--- src/rtl/spi_minion_chan_mux.sv ---
// Purpose : one SPI minion pad set fanned out to NUM_CH channels; each frame pushes
//           {data} to the selected channel, then that channel's response is pulled.
// Latency : frame accepted ~4 clk after cs rise; response returned on MISO next frame.
// Backpr. : push_val/push_msg held until push_rdy; frames arriving while busy are dropped.
//
// Ports   : clk/reset (async, active low); spi_min_{cs,sclk,mosi} async SPI inputs;
//           spi_min_miso/miso_oeb pad outputs; loopthrough_sel echo mode;
//           push_{val,msg,rdy} per-channel push; pull_{val,msg,rdy} per-channel response;
//           minion_parity = XOR of last pushed payload; err_count saturating errors.
module spi_minion_chan_mux #(
  parameter int NUM_CH    = 4,
  parameter int DATA_BITS = 32,
  parameter int ERR_W     = 8
) (
  input  logic                        clk,
  input  logic                        reset,
  input  logic                        spi_min_cs,
  input  logic                        spi_min_sclk,
  input  logic                        spi_min_mosi,
  output logic                        spi_min_miso,
  output logic                        miso_oeb,
  input  logic                        loopthrough_sel,
  output logic [NUM_CH-1:0]           push_val,
  output logic [DATA_BITS-1:0]        push_msg,
  input  logic [NUM_CH-1:0]           push_rdy,
  input  logic [NUM_CH-1:0]           pull_val,
  input  logic [NUM_CH*DATA_BITS-1:0] pull_msg,
  output logic [NUM_CH-1:0]           pull_rdy,
  output logic                        minion_parity,
  output logic [ERR_W-1:0]            err_count
);

  localparam int SEL_W      = (NUM_CH > 2) ? $clog2(NUM_CH) : 1;
  localparam int FRAME_BITS = 1 + SEL_W + DATA_BITS;
  localparam int CNT_W      = $clog2(FRAME_BITS + 2);
  localparam logic [CNT_W-1:0] CNT_FULL = CNT_W'(FRAME_BITS);
  localparam logic [CNT_W-1:0] CNT_SAT  = CNT_W'(FRAME_BITS + 1);

  typedef enum logic [1:0] {IDLE, PUSH, PULL} state_e;

  // Synchronisers and edge detection
  logic [1:0] cs_sync_q, sclk_sync_q, mosi_sync_q;
  logic       cs_prev_q, sclk_prev_q;
  logic       cs_s, sclk_s, mosi_s;
  logic       sclk_rise, sclk_fall, cs_fall, cs_rise;

  always_ff @(posedge clk or negedge reset) begin
    if (!reset) begin
      cs_sync_q   <= 2'b11;
      sclk_sync_q <= 2'b00;
      mosi_sync_q <= 2'b00;
      cs_prev_q   <= 1'b1;
      sclk_prev_q <= 1'b0;
    end else begin
      cs_sync_q   <= {cs_sync_q[0], spi_min_cs};
      sclk_sync_q <= {sclk_sync_q[0], spi_min_sclk};
      mosi_sync_q <= {mosi_sync_q[0], spi_min_mosi};
      cs_prev_q   <= cs_sync_q[1];
      sclk_prev_q <= sclk_sync_q[1];
    end
  end

  assign cs_s      = cs_sync_q[1];
  assign sclk_s    = sclk_sync_q[1];
  assign mosi_s    = mosi_sync_q[1];
  assign sclk_rise = sclk_s & ~sclk_prev_q;
  assign sclk_fall = ~sclk_s & sclk_prev_q;
  assign cs_fall   = ~cs_s & cs_prev_q;
  assign cs_rise   = cs_s & ~cs_prev_q;

  // Serial shift registers and bit counter
  logic [FRAME_BITS-1:0] rx_sr_q, miso_sr_q;
  logic [CNT_W-1:0]      bit_cnt_q;
  logic                  pend_val_q;
  logic [SEL_W-1:0]      pend_chan_q;
  logic [DATA_BITS-1:0]  pend_data_q;

  always_ff @(posedge clk or negedge reset) begin
    if (!reset) begin
      rx_sr_q   <= '0;
      miso_sr_q <= '0;
      bit_cnt_q <= '0;
    end else if (cs_fall) begin
      bit_cnt_q <= '0;
      miso_sr_q <= {pend_val_q, pend_chan_q, pend_data_q};
    end else if (!cs_s) begin
      if (sclk_rise) begin
        // Bits past the frame length only move the counter to its saturation value
        if (bit_cnt_q < CNT_FULL) rx_sr_q <= {rx_sr_q[FRAME_BITS-2:0], mosi_s};
        if (bit_cnt_q != CNT_SAT) bit_cnt_q <= bit_cnt_q + CNT_W'(1);
      end
      if (sclk_fall) miso_sr_q <= {miso_sr_q[FRAME_BITS-2:0], 1'b0};
    end
  end

  // Frame decode
  logic                 rx_val, sel_ok, frame_done, frame_ok, err_evt;
  logic [SEL_W-1:0]     rx_sel;
  logic [DATA_BITS-1:0] rx_data;
  state_e               state_q;

  assign rx_val     = rx_sr_q[FRAME_BITS-1];
  assign rx_sel     = rx_sr_q[DATA_BITS +: SEL_W];
  assign rx_data    = rx_sr_q[DATA_BITS-1:0];
  assign sel_ok     = (int'(rx_sel) < NUM_CH);
  // Loopthrough frames are invisible to the control path
  assign frame_done = cs_rise & ~loopthrough_sel;
  assign frame_ok   = frame_done && (bit_cnt_q == CNT_FULL) && (state_q == IDLE);
  assign err_evt    = frame_done & ~(frame_ok & sel_ok);

  // Saturating error counter
  logic [ERR_W-1:0] err_q, err_d;
  assign err_d = (err_evt && (err_q != {ERR_W{1'b1}})) ? err_q + ERR_W'(1) : err_q;

  always_ff @(posedge clk or negedge reset) begin
    if (!reset) err_q <= '0;
    else        err_q <= err_d;
  end

  function automatic logic [NUM_CH-1:0] chan_onehot(input logic [SEL_W-1:0] s);
    return NUM_CH'(1) << s;
  endfunction

  // pull_rdy_q is one-hot on the selected channel during PULL, so it doubles as the mux select
  logic [NUM_CH-1:0]    push_val_q, pull_rdy_q;
  logic [DATA_BITS-1:0] push_msg_q, pull_sel_msg;
  logic [SEL_W-1:0]     sel_q;
  logic                 parity_q;

  always_comb begin
    pull_sel_msg = '0;
    for (int i = 0; i < NUM_CH; i++) begin
      if (pull_rdy_q[i]) pull_sel_msg = pull_msg[i*DATA_BITS +: DATA_BITS];
    end
  end

  always_ff @(posedge clk or negedge reset) begin
    if (!reset) begin
      state_q     <= IDLE;
      sel_q       <= '0;
      push_val_q  <= '0;
      push_msg_q  <= '0;
      pull_rdy_q  <= '0;
      parity_q    <= 1'b0;
      pend_val_q  <= 1'b0;
      pend_chan_q <= '0;
      pend_data_q <= '0;
    end else begin
      case (state_q)
        IDLE: begin
          if (frame_ok && sel_ok) begin
            sel_q <= rx_sel;
            if (rx_val) begin
              state_q    <= PUSH;
              push_val_q <= chan_onehot(rx_sel);
              push_msg_q <= rx_data;
            end else begin
              state_q    <= PULL;
              pull_rdy_q <= chan_onehot(rx_sel);
            end
          end else if (frame_ok) begin
            pend_val_q <= 1'b0;
          end
        end
        PUSH: begin
          if (|(push_val_q & push_rdy)) begin
            push_val_q <= '0;
            parity_q   <= ^push_msg_q;
            pull_rdy_q <= chan_onehot(sel_q);
            state_q    <= PULL;
          end
        end
        PULL: begin
          pull_rdy_q <= '0;
          state_q    <= IDLE;
          if (|(pull_rdy_q & pull_val)) begin
            pend_val_q  <= 1'b1;
            pend_chan_q <= sel_q;
            pend_data_q <= pull_sel_msg;
          end else begin
            pend_val_q  <= 1'b0;
          end
        end
        default: state_q <= IDLE;
      endcase
    end
  end

  assign push_val      = push_val_q;
  assign push_msg      = push_msg_q;
  // Acknowledge only when the channel actually offers a response
  assign pull_rdy      = pull_rdy_q & pull_val;
  assign minion_parity = parity_q;
  assign err_count     = err_q;
  assign spi_min_miso  = loopthrough_sel ? mosi_s : miso_sr_q[FRAME_BITS-1];
  assign miso_oeb      = cs_s;

endmodule

--- config.mk ---
export PLATFORM = sky130hd
export DESIGN_NAME = spi_minion_chan_mux
export DESIGN_NICKNAME = d
export VERILOG_FILES = /design/src/rtl/spi_minion_chan_mux.sv
export SDC_FILE = /design/constraint.sdc
export NUM_CORES = 1
export LEC_CHECK = 0
export CAP_MARGIN = 20
export CORE_ASPECT_RATIO = 0.8
export CORE_MARGIN = 3
export CORE_UTILIZATION = 45
export DETAILED_ROUTE_END_ITERATION = 6
export GPL_TIMING_DRIVEN = 0
export PLACE_DENSITY = 0.81
export SETUP_SLACK_MARGIN = 0.02
export SYNTH_ARGS = -nofsm -noshare
export SYNTH_HDL_FRONTEND = slang
export SYNTH_SLANG_ARGS = --single-unit
--- constraint.sdc ---
create_clock -name clk -period 2 [get_ports clk]
set_clock_uncertainty 0.15 [all_clocks]
set_input_delay 0.6 -clock clk [delete_from_list [all_inputs] [get_ports clk]]
set_output_delay 0.6 -clock clk [all_outputs]
set_load 0.1 [all_outputs]
**Yosys cells after proc, flatten, opt, wreduce, memory -nomap -nowiden**

Cells that the tools add are included.

- Reductions and logical operators: 22
- Multiplexer cells: 25
- Magnitude comparators: 1
- Add/subtract/negate cells: 2
- Shift operators: 2
- Bitwise operators: 15
- Equality and inequality tests: 10

Operators with widths:

| kind | number |
|---|---|
| 32-bit 2-to-1 mux | 4 |
| 35-bit 2-to-1 mux | 3 |
| 32-bit XOR reduction | 1 |
| 4-bit 2-to-1 mux | 6 |
| 6-bit 2-to-1 mux | 4 |
| 4-bit one-hot mux with 3 select lines | 1 |
| 4-bit AND reduction | 3 |
| 2-bit AND reduction | 5 |
| 8-bit by 1-bit adder with 8-bit output, second input constant | 1 |
| 4-bit bitwise AND | 2 |
| 2-bit inequality test, second input constant | 4 |
| 8-bit inequality test, second input constant | 1 |
| 4-bit one-hot mux with 2 select lines | 1 |
| 2-bit nonzero test | 4 |
| 4-bit OR reduction | 2 |
| 1-bit by 2-bit << shifter with 4-bit output, first input constant | 2 |
| 1-bit NOT | 7 |
| 6-bit by 1-bit adder with 6-bit output, second input constant | 1 |
| 1-bit bitwise AND | 6 |
| 6-bit equality test, second input constant | 1 |
| 6-bit less-than comparator, second input constant | 1 |
| 2-bit 2-to-1 mux | 3 |
| 6-bit inequality test, second input constant | 1 |
| 3-bit AND reduction | 2 |
| other kinds (8) | 11 |

- Logic and storage cells: 95
- Input bits: 142
- Register bits: 172
- Output and inout port bits: 51

**Longest topological paths before layout**

Gate-level depths: netlist of the first run.

- Depth in word-level cells: 8
- Depth in mapped cells: 8
- Mapped depth without buffers: 7

**Worst setup path before layout of the first run**

Ideal clock, no wire load.

- Path kind: input to register
- Start: in pull_val[2]
- End: reg pend_chan_q[0]
- Setup slack: -0.412 ns
- Data arrival time: 2.137 ns
- Cell stages on the path: 4
- Library setup time: 0.125 ns
- Required time: 1.725 ns
- Cell sequence: and2_1 -> o41ai_4 -> buf_4 -> mux2_2

- Longest elaborated chain between the ends: 3

Ends and longest elaborated chain:

| element | RTL line | RTL |
|---|---|---|
| from (decl) | 26 | `input logic [NUM_CH-1:0] pull_val,` |
| 4-bit bitwise AND | 176 | `if (\|(pull_rdy_q & pull_val)) begin` |
| 4-bit OR reduction | 176 |  |
| 2-bit AND reduction (no line) | - |  |
| to (signal assigned) | 178 | `pend_chan_q <= sel_q;` |
| to (decl) | 75 | `logic [SEL_W-1:0] pend_chan_q;` |

Every way passes these cells.
A chain may end at the register's enable or synchronous reset.

**Final worst setup path of the first run**

- Start: reg bit_cnt_q[3]
- End: reg push_msg_q[15] (netlist: push_msg[15])

- Longest elaborated chain between the ends: 4

Ends and longest elaborated chain:

| element | RTL line | RTL |
|---|---|---|
| from (decl) | 73 | `logic [CNT_W-1:0] bit_cnt_q;` |
| from (signal assigned) | 90 | `if (bit_cnt_q != CNT_SAT) bit_cnt_q <= bit_cnt_q + CNT_W'(1);` |
| 6-bit equality test | 108 | `assign frame_ok = frame_done && (bit_cnt_q == CNT_FULL) && (state_q == IDLE);` |
| 1-bit logical AND (2 in a row) | 108 |  |
| 3-bit AND reduction (no line) | - |  |
| to (signal assigned) | 156 | `push_msg_q <= rx_data;` |
| to (decl) | 126 | `logic [DATA_BITS-1:0] push_msg_q, pull_sel_msg;` |

Every way passes these cells.

==> flow_metrics.py, run 1 <==
metrics = {
    "outcome": {
        "status": "finished with violations",
        "violations": "setup timing",
    },
    "drt": {
        "route.vias.total": 6582,
        "wl_mm": 22.4,
        "drc": 0,
        "drt_iter0_markers": 337,
        "vias_per_cell": 5.34,
        "ant_nets": 0,
        "wl_per_cell_um": 18.2,
        "dr.pass1.iters": 4,
    },
    "yosys": {
        "synth_nets": 888,
        "ys_seq_elements": 172,
        "synth_top_area_share": 0.519,
        "yosys.area.top_type": "dfrtp_1",
        "ys_seq_area_frac": 0.528,
        "ys_top_cells_by_area": "dfrtp_1 52%, mux2_2 10%, o21ai_0 4.4%, mux2i_1 4.2%, nand2_1 4.0%",
        "synth_cells": 739,
        "synth_area_um2": 8150,
        "syn_area_per_cell_um2": 11.0,
        "synth_cell_type_count": 44,
        "ys_warn_count": 0,
    },
    "placement": {
        "dp_slack_ns": -1.22,
        "gp_congestion": 0.795,
        "place_area_um2": 10500,
        "dpl.cell_count": 1157,
        "place_hpwl_mm": 15.0,
        "portBuffers": 192,
    },
    "critical_path": {
        "arrival_ns": 2.30,
        "cp-endpoint": "push_msg[15]$_DFFE_PN0P_",
        "rr_endpoint": "push_msg[15]$_DFFE_PN0P_",
        "cp_max_fo": 5,
        "rr_worst_depth": 8,
        "worst-setup-path-type": "flip-flop to flip-flop",
        "cp_cell_sequence": "nor2_2 -> and4b_2 -> and2_4 -> nand3_4 -> buf_6 -> buf_12 -> buf_16 -> mux2_4",
        "r2r-start": "bit_cnt_q[3]$_DFFE_PN0P_",
        "cpMaxStageDelayCell": "dfrtp_2",
        "required_ns": 2.17,
        "path_depth": 8,
        "rrSetupSlack_ns": -0.13,
        "cp.buffers_inverters": 3,
        "max_stage_delay_ns": 0.45,
        "worstSetupStartpointType": "flip-flop",
        "crit_family": "simple AND/OR/NAND/NOR gates",
        "cp-startpoint": "bit_cnt_q[3]$_DFFE_PN0P_",
        "critPathCaptureType": "flip-flop",
    },
    "pwr": {
        "p_sw_frac": 0.280,
        "combinationalPowerShare": 0.132,
        "pwr-share-seq": 0.468,
        "vdd_drop_max_uv": 609,
        "power.internal_uw": 5670,
        "clkPwrFrac": 0.400,
        "p_leak_uw": 0.00533,
        "p_per_area_nw_per_um2": 659,
        "p_sw_uw": 2200,
    },
    "worst_hold_path": {
        "hp-class": "flip-flop to flip-flop",
    },
    "grt": {
        "grtUsageMet1": 0.298,
        "gr-usage-met3": 0.0416,
        "grt_overflow": 0,
        "grt_max_degree": 111,
        "grt_pass1_vias": 6581,
        "grt_usage": 0.214,
        "grtUsageMet2": 0.344,
        "antenna_found_initial": 3,
        "busiest_layer": "met2",
        "grt_pass1_wl_mm": 33.9,
    },
    "floorplan": {
        "dieArea_um2": 19800,
        "start_util": 0.465,
        "fp.dieH_um": 126,
        "rows": 43,
        "core_area_um2": 17500,
        "die_x_um": 157,
        "io-pin-count": 193,
    },
    "run": {
        "drv_cap": 0,
    },
    "sta": {
        "min_period_ns": 2.13,
        "period_share": 1.07,
        "grt_setup_unrepaired": "true",
        "relSlewSlack": 0.637,
        "hold_viol_final": 0,
        "setup_viol": 47,
        "fmax_ghz": 0.469,
        "slew_viol_final": 0,
        "setup_slack_ns": -0.132,
        "tightest_slew_ns": 0.544,
    },
    "clocking": {
        "numCtsBuffers": 17,
        "cts_root_buf": "clkbuf_16",
        "clockBufferDepth": 2,
        "h-tree-depth": 4,
        "clk_pin_slew_ns": 0.07,
        "clk_latency_ns": 0.43,
        "tritoncts": "built",
        "clock-sinks": 172,
    },
    "finish": {
        "final_nets": 1142,
        "final_cells": 1232,
        "fillers": 1307,
        "areaGrowthSynthToFinish_pct": 46.4,
        "layout-drive-gt1-share": 0.355,
        "stdcell_area_um2": 11900,
        "regArea_um2": 4370,
        "multi_input_area_um2": 3870,
        "utilization": 0.681,
    },
}
## worst min-delay path by stage
| stage | start | end | slack, ns | cells past startpoint |
|---|---|---|---|---|
| 3_3_place_gp | sclk_sync_q[0]$_DFF_PN0_ | sclk_sync_q[1]$_DFF_PN0_ | 0.18 | 0 |
| 6_report | mosi_sync_q[0]$_DFF_PN0_ | mosi_sync_q[1]$_DFF_PN0_ | 0.20 | 0 |
| 3_5_place_dp | mosi_sync_q[0]$_DFF_PN0_ | mosi_sync_q[1]$_DFF_PN0_ | 0.19 | 0 |
| 2_1_floorplan | reset | bit_cnt_q[0]$_DFFE_PN0P_ | 0.15 | 0 |
| 5_1_grt | cs_sync_q[0]$_DFF_PN1_ | cs_sync_q[1]$_DFF_PN1_ | 0.22 | 0 |
| 4_1_cts | mosi_sync_q[0]$_DFF_PN0_ | mosi_sync_q[1]$_DFF_PN0_ | 0.20 | 0 |
## placed cells by master (no fill, tap or decap), types with 4 or more instances in the layout
cell / instances
buf_12: 11
inv_1: 9
nor3_1: 38
ha_1: 4
nand3_1: 4
o21ai_1: 15
xnor2_1: 34
nor2b_1: 34
o21ai_0: 42
buf_6: 15
a21oi_1: 35
and2_4: 5
mux2_4: 10
inv_6: 6
clkbuf_16: 22
mux2_2: 66
xor2_1: 9
dfrtp_1: 124
dfrtp_2: 45
buf_16: 4
nand2_4: 9
clkbuf_1: 9
nor2_1: 9
buf_4: 73
buf_8: 8
o21ai_2: 16
clkdlybuf4s50_1: 135
clkinv_4: 4
clkbuf_2: 16
dlygate4sd2_1: 4
o32ai_1: 4
nand2_1: 61
a221oi_1: 32
nand2_2: 17
mux2i_1: 34
## cells by family after synthesis
group                      after synthesis  synth area share
adders and majority gates                7            0.0107
AOI/OAI and AO/OA                      155             0.118
buffers and inverters                   58            0.0351
xor gates and xnor gates                43            0.0462
DFF                                    172             0.528
and+or+nand+nor                        194             0.115
muxes                                  110             0.147
## stage by stage
stage | TNS (ns) | hold WS (ns) | power, µW
after floorplan | -1.06 | 0.154 | 4230
after global placement | -1222.03 | 0.183 | 4720
after detailed placement | -57.56 | 0.186 | 4750
after CTS | -1.38 | 0.201 | 7870
after global routing | -6.97 | 0.216 | 8150
final | -1.74 | 0.200 | 7870
## synth_stat cells, drive strengths merged
cell and number:
dfrtp 169, nand2 87, mux2 76, o21ai 73, nor3 38, a21oi 36, mux2i 34, nor2b 34
xnor2 34, a221oi 32, clkbuf 31, buf 18, nor2 14, inv 9, xor2 9, ha 7
and2 5, nand3 5, o32ai 4, dfstp 3, nand2b 3, nand4 3, a22oi 2, o41ai 2
a21o 1, a22o 1, a31oi 1, a41oi 1, and2b 1, and4b 1, nand3b 1, nor3b 1
o21bai 1, o22ai 1, or3b 1
## final cells by class
cell class,instances,area share
sequential,172,0.366
buffer,44,0.0286
timing repair buffer,240,0.208
tap,225,0.0236
antenna,1,0.000210
multi-input combinational,509,0.324
inverter,9,0.00283
clock inverter,15,0.0111
clock buffer,17,0.0356
## state kept, by name, indices dropped and copies added (netlist names)
name,flops
rx_sr_q,35
pull_rdy_q,4
cs_prev_q,1
pend_chan_q,2
pend_data_q,32
minion_parity,1
miso_sr_q,35
state_q,2
mosi_sync_q,2
err_count,8
sclk_prev_q,1
sclk_sync_q,2
cs_sync_q,2
pend_val_q,1
bit_cnt_q,6
sel_q,2
push_val,4
push_msg,32
## repair_timing
item / CTS / global route
setup buffers: 22 / 16
hold buffers: 1 / 0
pin swaps: 9 / 21
hold endpoints to repair: 62 / 0
cloned: 3 / 6
setup endpoints to repair: 155 / 131
gates resized for setup: 371 / 150
## routing by layer
metal | vias up | wire, µm
met4 | 4 | 285
met1 | 3282 | 10200
met5 | - | 15
met2 | 143 | 10900
li1 | 3127 | -
met3 | 26 | 946
## worst reg2reg max path, stage by stage, from the launching register on
cell     delay, ns
dfrtp_2       0.45
nor2_2        0.18
and4b_2       0.29
and2_4        0.18
nand3_4       0.10
buf_6         0.15
buf_12        0.12
buf_16        0.13
mux2_4        0.29
## power by group through the flow
stage / sequential [µW] / clock [µW] / combinational [µW]
after CTS: 3680 / 3170 / 1020
after floorplan: 4030 / 0 / 205
after global routing: 3700 / 3350 / 1100
after detailed placement: 3750 / 0 / 998
after global placement: 3750 / 0 / 974
final: 3680 / 3150 / 1040
Power figures use the tool's default switching activity.
==> inputs of run 2 (changes only) <==
--- a/config.mk
+++ b/config.mk
@@ -11,6 +11,7 @@
 export CORE_UTILIZATION = 45
 export DETAILED_ROUTE_END_ITERATION = 6
 export GPL_TIMING_DRIVEN = 0
+export MAX_ROUTING_LAYER = met4
 export PLACE_DENSITY = 0.81
 export SETUP_SLACK_MARGIN = 0.02
 export SYNTH_ARGS = -nofsm -noshare
==> run 2 against run 1 <==
The run still ends with setup timing left. Worst hold slack improved by 0.0010 ns. Sequential cell count did not move. Worst setup slack lost 0.0087 ns. Sequential power hardly changed. Non-clock buffer count shrank 1. Via count increased by 0.96%. Combinational power about the same. Core utilization is 0.38 points lower. First-iteration DRC count grew 16%. Largest power group unchanged.
==> flow_metrics.py, run 2 (synthesis gave the netlist of run 1 again) <==
metrics = {
    "pwr": {
        "p_leak_uw": 0.00529,
        "p_sw_uw": 2200,
        "vdd_drop_max_uv": 596,
        "pwr-share-seq": 0.468,
        "p_per_area_nw_per_um2": 662,
        "combinationalPowerShare": 0.133,
        "power.internal_uw": 5670,
        "clkPwrFrac": 0.399,
        "p_sw_frac": 0.279,
        "power_uw": 7860,
    },
    "clocking": {
        "tritoncts": "built",
        "cts_root_buf": "clkbuf_16",
        "numCtsBuffers": 17,
        "clk_latency_ns": 0.43,
        "h-tree-depth": 4,
        "clock-sinks": 172,
        "clk_pin_slew_ns": 0.07,
        "clockBufferDepth": 2,
    },
    "grt": {
        "antenna_found_initial": 2,
        "grt_usage": 0.220,
        "grt_max_degree": 111,
        "grt_overflow": 0,
        "grt_pass1_wl_mm": 33.9,
        "grt_pass1_vias": 6574,
    },
    "sta": {
        "slew_viol_final": 0,
        "tightest_slew_ns": 0.581,
        "fmax_ghz": 0.467,
        "grt_setup_unrepaired": "true",
        "setup_viol": 46,
        "relSlewSlack": 0.612,
        "hold_viol_final": 0,
        "setup_slack_ns": -0.141,
        "min_period_ns": 2.14,
        "period_share": 1.07,
    },
    "finish": {
        "multi_input_area_um2": 3820,
        "layout-drive-gt1-share": 0.335,
        "regArea_um2": 4370,
        "final_common_cell": "clkdlybuf4s50_1",
        "biggestRegsByFlops": "miso_sr_q x35, rx_sr_q x35",
        "fillers": 1308,
        "stdcell_area_um2": 11900,
        "areaGrowthSynthToFinish_pct": 45.6,
        "utilization": 0.677,
        "final_nets": 1141,
        "layout_common_cells": "135 x clkdlybuf4s50_1, 124 x dfrtp_1, 77 x nand2_1",
    },
    "drt": {
        "wl_mm": 22.5,
        "ant_nets": 0,
        "dr.pass1.iters": 4,
        "drc": 0,
        "vias_per_cell": 5.39,
        "route.vias.total": 6645,
        "wl_per_cell_um": 18.3,
        "drt_iter0_markers": 392,
    },
    "critical_path": {
        "rr_worst_depth": 8,
        "cp-startpoint": "bit_cnt_q[0]$_DFFE_PN0P_",
        "cp_max_fo": 5,
        "required_ns": 2.17,
        "critPathCaptureType": "flip-flop",
        "cpMaxStageDelayCell": "dfrtp_1",
        "cp_cell_sequence": "ha_2 -> and4b_2 -> and2_4 -> nand3_4 -> buf_6 -> buf_12 -> buf_16 -> mux2_4",
        "max_stage_delay_ns": 0.39,
        "arrival_ns": 2.31,
        "r2r-start": "bit_cnt_q[0]$_DFFE_PN0P_",
        "worstSetupStartpointType": "flip-flop",
        "worst-setup-path-type": "flip-flop to flip-flop",
    },
    "placement": {
        "portBuffers": 192,
        "gp_congestion": 0.806,
        "place_area_um2": 10500,
        "place_hpwl_mm": 15.0,
    },
    "worst_hold_path": {
        "hp-class": "flip-flop to flip-flop",
        "whs_path_depth": 0,
        "hp-start": "mosi_sync_q[0]$_DFF_PN0_",
    },
    "floorplan": {
        "rows": 43,
        "fp.dieH_um": 126,
        "core_area_um2": 17500,
        "start_util": 0.465,
        "die_x_um": 157,
        "dieArea_um2": 19800,
        "io-pin-count": 193,
    },
    "outcome": {
        "status": "finished with violations",
        "violations": "setup timing",
    },
    "run": {
        "drv_cap": 0,
    },
}
==> run 2: worst max-delay path, delay by kind of cell, from the launching register on <==
kind,cells,cell delay [ns]
buf+inv,3,0.40
flops,1,0.39
mux,1,0.28
simple gates,3,0.57
fa+ha+maj,1,0.24
==> run 2: final timing paths <==
path,slack (ns),endpoint
setup / recovery,-0.14,push_msg[15]$_DFFE_PN0P_
hold / removal,0.20,mosi_sync_q[1]$_DFF_PN0_
setup reg to reg,-0.14,push_msg[15]$_DFFE_PN0P_
hold reg to reg,0.20,mosi_sync_q[1]$_DFF_PN0_
max in group asynchronous,0.25,bit_cnt_q[3]$_DFFE_PN0P_
min in group asynchronous,0.53,rx_sr_q[9]$_DFFE_PN0P_
==> run 2: power by group through the flow <==
stage                     sequential (µW)  combinational [µW]  clock, µW
final                                3680                1040       3140
after global routing                 3700                1100       3350
after CTS                            3680                1020       3170
after detailed placement             3750                 998          0
after global placement               3750                 974          0
after floorplan                      4030                 205          0
==> run 2: routing by layer <==
layer	up-vias	GRT usage	wire, µm
met1	3326	0.299	10300
met3	22	0.0392	910
met5	-	-	0
met2	166	0.345	11100
li1	3131	-	-
met4	0	0.0597	258
==> run 2: final cells by class <==
class                   count  share of cell area
flip-flops and latches    172               0.368
multi-input cells         509               0.321
repair buffers            239               0.208
clock buffers              17              0.0358
plain buffers              44              0.0288
well taps                 225              0.0237
clock inverters            15              0.0112
inverters                   9             0.00284
diodes                      2            0.000421
==> run 2: metrics by stage <==
stage | hold WS (ns) | instances | TNS, ns | setup slack (ns)
detailed placement | 0.186 | 1157 | -57.56 | -1.22
global placement | 0.183 | 1156 | -1222.03 | -7.32
global route | 0.216 | 1232 | -6.46 | -0.203
floorplan | 0.154 | 739 | -1.06 | -0.0503
finish | 0.201 | 1232 | -2.49 | -0.141
CTS | 0.201 | 1213 | -1.38 | -0.108
==> run 2: what timing repair did <==
action                                  CTS  global route
gates resized for setup                 371           110
cloned                                    3             6
setup buffers                            22            15
endpoints found under the hold margin    62             0
pin swaps                                 9            14
hold buffers                              1             0
endpoints found under the setup margin  155           131
